File: src/rtl/pipe_stage_pkg.sv
// Shared pipeline payload layout and helper types for the in-order core stage registers.
// Callers pack/unpack stage payloads using these widths and offsets.
package pipe_stage_pkg;

    localparam int unsigned PC_WIDTH    = 32;
    localparam int unsigned INSTR_WIDTH = 32;

    // IF->ID: {pred_taken, fetch_fault, instr, pc}
    localparam int unsigned IF_ID_PC_OFF    = 0;
    localparam int unsigned IF_ID_INSTR_OFF = IF_ID_PC_OFF + PC_WIDTH;
    localparam int unsigned IF_ID_FAULT_OFF = IF_ID_INSTR_OFF + INSTR_WIDTH;
    localparam int unsigned IF_ID_PRED_OFF  = IF_ID_FAULT_OFF + 1;
    localparam int unsigned PAYLOAD_IF_ID_W = IF_ID_PRED_OFF + 1;

    // ID->EX: {pred_taken, illegal, rs2_val, rs1_val, instr, pc}
    localparam int unsigned ID_EX_PC_OFF    = 0;
    localparam int unsigned ID_EX_INSTR_OFF = ID_EX_PC_OFF + PC_WIDTH;
    localparam int unsigned ID_EX_RS1_OFF   = ID_EX_INSTR_OFF + INSTR_WIDTH;
    localparam int unsigned ID_EX_RS2_OFF   = ID_EX_RS1_OFF + 32;
    localparam int unsigned ID_EX_ILL_OFF   = ID_EX_RS2_OFF + 32;
    localparam int unsigned ID_EX_PRED_OFF  = ID_EX_ILL_OFF + 1;
    localparam int unsigned PAYLOAD_ID_EX_W = ID_EX_PRED_OFF + 1;

    // EX->MEM: {mem_we, mem_re, store_val, alu_res, pc}
    localparam int unsigned EX_MEM_PC_OFF    = 0;
    localparam int unsigned EX_MEM_ALU_OFF   = EX_MEM_PC_OFF + PC_WIDTH;
    localparam int unsigned EX_MEM_STV_OFF   = EX_MEM_ALU_OFF + 32;
    localparam int unsigned EX_MEM_RE_OFF    = EX_MEM_STV_OFF + 32;
    localparam int unsigned EX_MEM_WE_OFF    = EX_MEM_RE_OFF + 1;
    localparam int unsigned PAYLOAD_EX_MEM_W = EX_MEM_WE_OFF + 1;

    typedef struct packed {
        logic                   pred_taken;
        logic                   fetch_fault;
        logic [INSTR_WIDTH-1:0] instr;
        logic [PC_WIDTH-1:0]    pc;
    } if_id_payload_t;

    typedef logic [1:0] occ_t;

endpackage

File: src/rtl/pipe_sat_cnt.sv
// Saturating up-counter used for perf statistics; cleared only by synchronous reset.
module pipe_sat_cnt #(
    parameter int unsigned W = 16
) (
    input  logic         clk,
    input  logic         rst,
    input  logic         inc,
    output logic [W-1:0] out
);

    logic [W-1:0] cnt_q, cnt_d;

    always_comb begin
        cnt_d = cnt_q;
        if (inc && (cnt_q != {W{1'b1}})) begin
            cnt_d = cnt_q + W'(1);
        end
    end

    always_ff @(posedge clk) begin
        if (rst) begin
            cnt_q <= '0;
        end else begin
            cnt_q <= cnt_d;
        end
    end

    assign out = cnt_q;

endmodule

File: src/rtl/pipe_stage.sv
// Valid/ready pipeline stage register with flush, stall and a held-cycle perf counter.
// Define PIPE_SKID_EN for a 2-entry skid buffer with a registered up_ready_o.
module pipe_stage
    import pipe_stage_pkg::*;
#(
    parameter int unsigned DATA_W = 64,
    parameter int unsigned CNT_W  = 16
) (
    input  logic              clk,
    input  logic              rst,
    input  logic              up_valid_i,
    input  logic [DATA_W-1:0] up_data_i,
    output logic              up_ready_o,
    output logic              dn_valid_o,
    output logic [DATA_W-1:0] dn_data_o,
    input  logic              dn_ready_i,
    input  logic              stall_i,
    input  logic              flush_i,
    output logic [1:0]        occ_o,
    output logic [CNT_W-1:0]  held_cnt_o
);

    logic              main_valid_q, main_valid_d;
    logic [DATA_W-1:0] main_data_q, main_data_d;
    logic              dn_fire, up_fire, held_inc;
    occ_t              occ;

    assign dn_valid_o = main_valid_q & ~stall_i & ~flush_i;
    assign dn_data_o  = dn_valid_o ? main_data_q : '0;
    assign dn_fire    = dn_valid_o & dn_ready_i;
    assign up_fire    = up_valid_i & up_ready_o;
    assign held_inc   = main_valid_q & ~dn_fire & ~flush_i;

`ifdef PIPE_SKID_EN
    logic              skid_valid_q, skid_valid_d;
    logic [DATA_W-1:0] skid_data_q, skid_data_d;

    // Registered ready: skid absorbs the beat that arrives while downstream backs up.
    assign up_ready_o = ~skid_valid_q & ~stall_i;

    always_comb begin
        main_valid_d = main_valid_q;
        main_data_d  = main_data_q;
        skid_valid_d = skid_valid_q;
        skid_data_d  = skid_data_q;
        if (flush_i) begin
            main_valid_d = 1'b0;
            skid_valid_d = 1'b0;
        end else if (dn_fire) begin
            if (skid_valid_q) begin
                main_data_d  = skid_data_q;
                skid_valid_d = 1'b0;
            end else if (up_fire) begin
                main_data_d  = up_data_i;
            end else begin
                main_valid_d = 1'b0;
            end
        end else if (up_fire) begin
            if (main_valid_q) begin
                skid_valid_d = 1'b1;
                skid_data_d  = up_data_i;
            end else begin
                main_valid_d = 1'b1;
                main_data_d  = up_data_i;
            end
        end
    end

    always_ff @(posedge clk) begin
        if (rst) begin
            skid_valid_q <= 1'b0;
        end else begin
            skid_valid_q <= skid_valid_d;
        end
    end

    always_ff @(posedge clk) begin
        skid_data_q <= skid_data_d;
    end

    assign occ = occ_t'({1'b0, main_valid_q}) + occ_t'({1'b0, skid_valid_q});
`else
    assign up_ready_o = (~main_valid_q | dn_ready_i) & ~stall_i & ~flush_i;

    always_comb begin
        main_valid_d = main_valid_q;
        main_data_d  = main_data_q;
        if (flush_i) begin
            main_valid_d = 1'b0;
        end else if (up_fire) begin
            main_valid_d = 1'b1;
            main_data_d  = up_data_i;
        end else if (dn_fire) begin
            main_valid_d = 1'b0;
        end
    end

    assign occ = {1'b0, main_valid_q};
`endif

    always_ff @(posedge clk) begin
        if (rst) begin
            main_valid_q <= 1'b0;
        end else begin
            main_valid_q <= main_valid_d;
        end
    end

    always_ff @(posedge clk) begin
        main_data_q <= main_data_d;
    end

    assign occ_o = occ;

    pipe_sat_cnt #(
        .W (CNT_W)
    ) u_held_cnt (
        .clk (clk),
        .rst (rst),
        .inc (held_inc),
        .out (held_cnt_o)
    );

endmodule
File: config.mk
export PLATFORM = sky130hd
export DESIGN_NAME = pipe_stage
export DESIGN_NICKNAME = d
export VERILOG_FILES = /design/src/rtl/pipe_stage_pkg.sv /design/src/rtl/pipe_sat_cnt.sv /design/src/rtl/pipe_stage.sv
export SDC_FILE = /design/constraint.sdc
export NUM_CORES = 1
export LEC_CHECK = 0
export BUFFER_PORTS_ARGS = -buffer_cell sky130_fd_sc_hd__buf_2
export CAP_MARGIN = 25
export CORE_ASPECT_RATIO = 1.4
export CORE_MARGIN = 3
export CORE_UTILIZATION = 45
export CTS_CLUSTER_SIZE = 40
export DETAILED_ROUTE_END_ITERATION = 16
export PLACE_DENSITY = 0.75
export SYNTH_ARGS = -nofsm -noshare
export SYNTH_HDL_FRONTEND = slang
export SYNTH_SLANG_ARGS = --single-unit
File: constraint.sdc
create_clock -name clk -period 3 [get_ports clk]
set_input_delay 0.3 -clock clk [delete_from_list [all_inputs] [get_ports clk]]
set_output_delay 0.3 -clock clk [all_outputs]
set_load 0.01 [all_outputs]
## Word level (Yosys, flattened, before mapping)

Cells that the tools add are included.

| storage, ports and cells | value |
|---|---|
| bits in registers | 81 |
| latch bits | 0 |
| bits in read-only memories | 0 |
| memories kept | 0 |
| bits in writable memories | 0 |

| operators by class | value |
|---|---|
| shift operators | 0 |
| divide/modulo/power cells | 0 |
| add/subtract/negate cells | 1 |
| muxes and demuxes | 3 |
| multipliers | 0 |
| $lt $le $gt $ge | 0 |
| bitwise logic cells | 13 |
| reductions and logical operators | 4 |
| equality and inequality tests | 1 |

Operators with widths:

| cell | count |
|---|---|
| two-way mux 64 bit | 1 |
| adder 16 x 1 -> 16 bit, second input constant | 1 |
| != test 16 bit, second input constant | 1 |
| AND 1 bit | 8 |
| inverter 1 bit | 4 |
| two-way mux 1 bit | 2 |
| AND reduction 2 bit | 1 |
| nonzero test 2 bit | 1 |
| OR reduction 2 bit | 1 |
| logical AND 1 bit | 1 |
| OR 1 bit | 1 |

## Longest topological paths before layout

| logic depth | value |
|---|---|
| depth after elaboration | 8 |
| mapped depth | 5 |

## Modules after synthesis

A second synthesis with hierarchy kept.

| unflattened totals | value |
|---|---|
| cells, all modules | 248 |
| area total of the unflattened synthesis | 3347.0 µm² |

Modules (own cells, without submodules):

| module | cells an instance | area an instance (µm²) | times used |
|---|---|---|---|
| pipe_stage | 149 | 2498.6 | 1 |
| pipe_sat_cnt | 99 | 848.3 | 1 |

## Worst setup path after synthesis

No wires, ideal clock.

| timing path | value |
|---|---|
| kind | in2reg |
| from | input port dn_ready_i |
| to | register main_data_q[0], enable pin |
| stages on the path | 3 |
| buffers on the path | 0 |
| setup slack | 0.250 ns |
| data arrival time | 2.321 ns |
| cell sequence | inv_1 a211oi_1 and2_1 |

| between the ends | value |
|---|---|
| cells in the longest elaborated chain, start to end | 5 |

Ends and longest elaborated chain:

| what | RTL line | RTL |
|---|---|---|
| start, declared | pipe_stage.sv:16 | `input logic dn_ready_i,` |
| OR 1 bit | pipe_stage.sv:83 | `assign up_ready_o = (~main_valid_q \| dn_ready_i) & ~stall_i & ~flush_i;` |
| AND 1 bit (2 in a row) | pipe_stage.sv:83 |  |
| via up_ready_o | pipe_stage.sv:13 | `output logic up_ready_o,` |
| AND 1 bit | pipe_stage.sv:31 | `assign up_fire = up_valid_i & up_ready_o;` |
| AND reduction 2 bit (no line) | -- |  |
| end signal, assigned | pipe_stage.sv:110 | `main_data_q <= main_data_d;` |
| end, declared | pipe_stage.sv:24 | `logic [DATA_W-1:0] main_data_q, main_data_d;` |

The timed path passes the listed nets, and every way through them passes these cells.
A chain may end at the register's enable or synchronous reset.

## Final worst setup path

| timing path | value |
|---|---|
| from | register main_valid_q |
| to | output port dn_data_o[8] |

| between the ends | value |
|---|---|
| cells in the longest elaborated chain, start to end | 3 |

Ends and longest elaborated chain:

| what | RTL line | RTL |
|---|---|---|
| start, declared | pipe_stage.sv:23 | `logic main_valid_q, main_valid_d;` |
| start signal, assigned | pipe_stage.sv:105 | `main_valid_q <= main_valid_d;` |
| AND 1 bit (2 in a row) | pipe_stage.sv:28 | `assign dn_valid_o = main_valid_q & ~stall_i & ~flush_i;` |
| two-way mux 64 bit | pipe_stage.sv:29 | `assign dn_data_o = dn_valid_o ? main_data_q : '0;` |
| end, declared | pipe_stage.sv:15 | `output logic [DATA_W-1:0] dn_data_o,` |

Every way passes these cells.

==> results.md <==
* Run status: finished, final reports clean
* RSZ-0062 raised after global routing: false
* # diodes at 0
* Period utilization at 0.669
* Vias per std cell at 4.92
* # setup viols final at 0
* TritonCTS Buffers at 9
* Top post-synthesis cells by area: edfxtp_1, and2_1, dfxtp_1
* Die width at 78.2 um
* DR pass1 iterations at 5
* Initial Util at 0.467
* Post-synth top flop: edfxtp_1
* Setup tns final at 0 ns
* Final Hold Viols at 0
* Area Growth Syn to Fin at 31.5%
* DR DRC count at 0
* Final net count at 471
* DR iter-0 viols at 119
* Syn_nets at 319
* CTS tree: done
* Met3 Wirelength at 606 um
* Largest area contributor in the netlist: edfxtp_1
* Mapped Avg Cell Area at 13.2 um2
* Class of the worst hold path: in2reg
* DRT met1 WL at 2940 um
* Share of the synthesized area in the top cell type at 0.586
* Non-filler instance count after layout at 500
* Most frequent cells in the layout: buf_2, and2_1, edfxtp_1
* Power per cell area at 477 nW/um2
* Synth cell types at 35
* Met2 routed WL at 3490 um
* CP top delay family: buffers and inverters
* Worst-Skew Late Latency at 0.34 ns
* Crit path cell chain: nor3b_2, buf_4, and2_1, buf_2
* Maxcap violations at 0
* Hpwl dp at 5370 um
* First-pass GRT wire length at 10900 um
* CTS clk-pin slew, worst paths at 0.08 ns
* Synth Warn # at 0
* Hold path cells at 1
* CP startpoint kind: flop
* PortBufs at 152
* Routed len/inst at 14.4 um
* Root Driver: clkbuf_8
* Total number of vias at 2460
* Number of flops mapped to enable cells by yosys at 64
* Total track usage at 0.171
* Uppermost routed layer: met4
* # H-tree levels at 3
* Post-Place Cells at 484
* Post-CTS Setup Bufs at 0
* FF+latch area at 2260 um2
* Critical R2R Launch: main_valid_q
* Multi-input gate area at 952 um2
* Buf/Inv on CP at 2
* Worst R2R Setup Slack at 1.04 ns
* Bufs on Longest Clock Path at 2
* Final worst slack at 0.994 ns
* Final Cell Area at 4310 um2
* Worst Skew at 0.00553 ns
* CP required at 2.70 ns
* FMAX at 499 MHz
* Crit-path slowest cell: buf_4
* Vias in the first global route at 2232
* Drt total wl at 7210 um
* Final Core Density at 0.614
* Reg2Reg Capture Point: u_held_cnt.out[11]
* Leak Pwr at 1.88 nW
* Kind of critical path: reg2out
* CTS Hold Bufs at 0
* Critical Path AT at 1.71 ns
* Final estimated routing congestion in global placement at 0.864
* Core area at 7030 um2
* Fillers at 586
* Fraction of layout cells with a size suffix above 1 at 0.422
* Largest net degree at the start of global routing at 66
* Async SR Flop Fraction at 0
* Clk sink count at 81
* Slowest stage delay, CP at 0.42 ns
* Gate Count Post-Synth at 248
* Final min period at 2.01 ns
* Mapped Area at 3280 um2
* Hold path start: up_data_i[49]
* Slew Limit Fails at 0
* Post-synthesis sequential area ratio at 0.689
* Least-Margin Pin Slew at 0.713 ns
* Post-CTS Resized at 0
* Hold EP: main_data_q[49]
* Dpl ws at 1.06 ns
* Reg2reg path depth at 4
* Die Y at 107 um
* Placed cell area at 4140 um2
* Post-route ant nets at 0
* Commonest non-fill, non-tap cell in the layout: buf_2
* Num ports at 154
* DIE AREA at 8370 um2
* Initial antenna violation count at 0
* Total global routing overflow at 0
* VDD IR max at 0.000264 V
* Normalized max-slew margin at 0.521
* Row count at 36
* Max FO, Critical Path at 65
* Worst setup EP type: output pin
* Synthesis-stage register bit count at 81
-- logic make-up after synthesis --
family,Yosys count,share of synthesized area
other cells,1,0.00114
buf+inv,17,0.0225
mux,1,0.00343
simple gates,116,0.225
compound gates,31,0.0545
fa+ha+maj,1,0.00381
flops,81,0.689
-- layer usage --
| metal | GRT usage | up-vias |
|---|---|---|
| li1 | - | 1199 |
| met1 | 0.210 | 1124 |
| met2 | 0.273 | 122 |
| met3 | 0.0521 | 15 |
| met4 | 0.0875 | 0 |
| met5 | 0 | - |
-- synth_stat cells, types with 3 or more instances --
| library cell | n |
|---|---|
| and2_1 | 65 |
| nand2_1 | 5 |
| nor2b_1 | 4 |
| or4_1 | 5 |
| edfxtp_1 | 64 |
| o21ai_0 | 8 |
| nor4_1 | 3 |
| dfxtp_1 | 17 |
| a21oi_1 | 14 |
| nand4_1 | 5 |
| nand3_1 | 4 |
| or3_1 | 9 |
| o31ai_1 | 6 |
| and3_1 | 3 |
| clkbuf_1 | 8 |
| inv_1 | 4 |
-- metrics by stage --
step | hold slack (ns) | total power, W
floorplan | 0.379 | 0.00130
global route | 0.109 | 0.00214
finish | 0.133 | 0.00206
CTS | 0.107 | 0.00208
detailed placement | 0.478 | 0.00136
global placement | 0.476 | 0.00136
-- area by class of cell --
cell class,count,area share
Clock buffer,11,0.0305
Clock inverter,5,0.0107
Inverter,4,0.00348
Multi-Input combinational cell,150,0.221
Sequential cell,81,0.524
Tap cell,95,0.0276
Timing Repair Buffer,154,0.183
-- where the power goes --
part | internal (W) | switching (W)
combinational | 0.0000437 | 0.0000451
sequential | 0.00124 | 0.00000487
clock | 0.000376 | 0.000349
-- sequential cells by signal, indices dropped and copies added (netlist names) --
name	cells
u_held_cnt.out	16
main_data_q	64
main_valid_q	1
-- how the worst max path moves through the flow --
stage	start	end	slack, ns	cells after the start
3_3_place_gp	dn_ready_i	main_data_q[36]	1.09	5
4_1_cts	main_valid_q	dn_data_o[8]	0.92	4
5_1_grt	main_valid_q	dn_data_o[56]	0.81	4
6_report	main_valid_q	dn_data_o[8]	0.99	4
2_1_floorplan	dn_ready_i	main_data_q[0]	0.25	3
3_5_place_dp	dn_ready_i	main_data_q[42]	1.06	5
(Power assumes the default switching activity.)
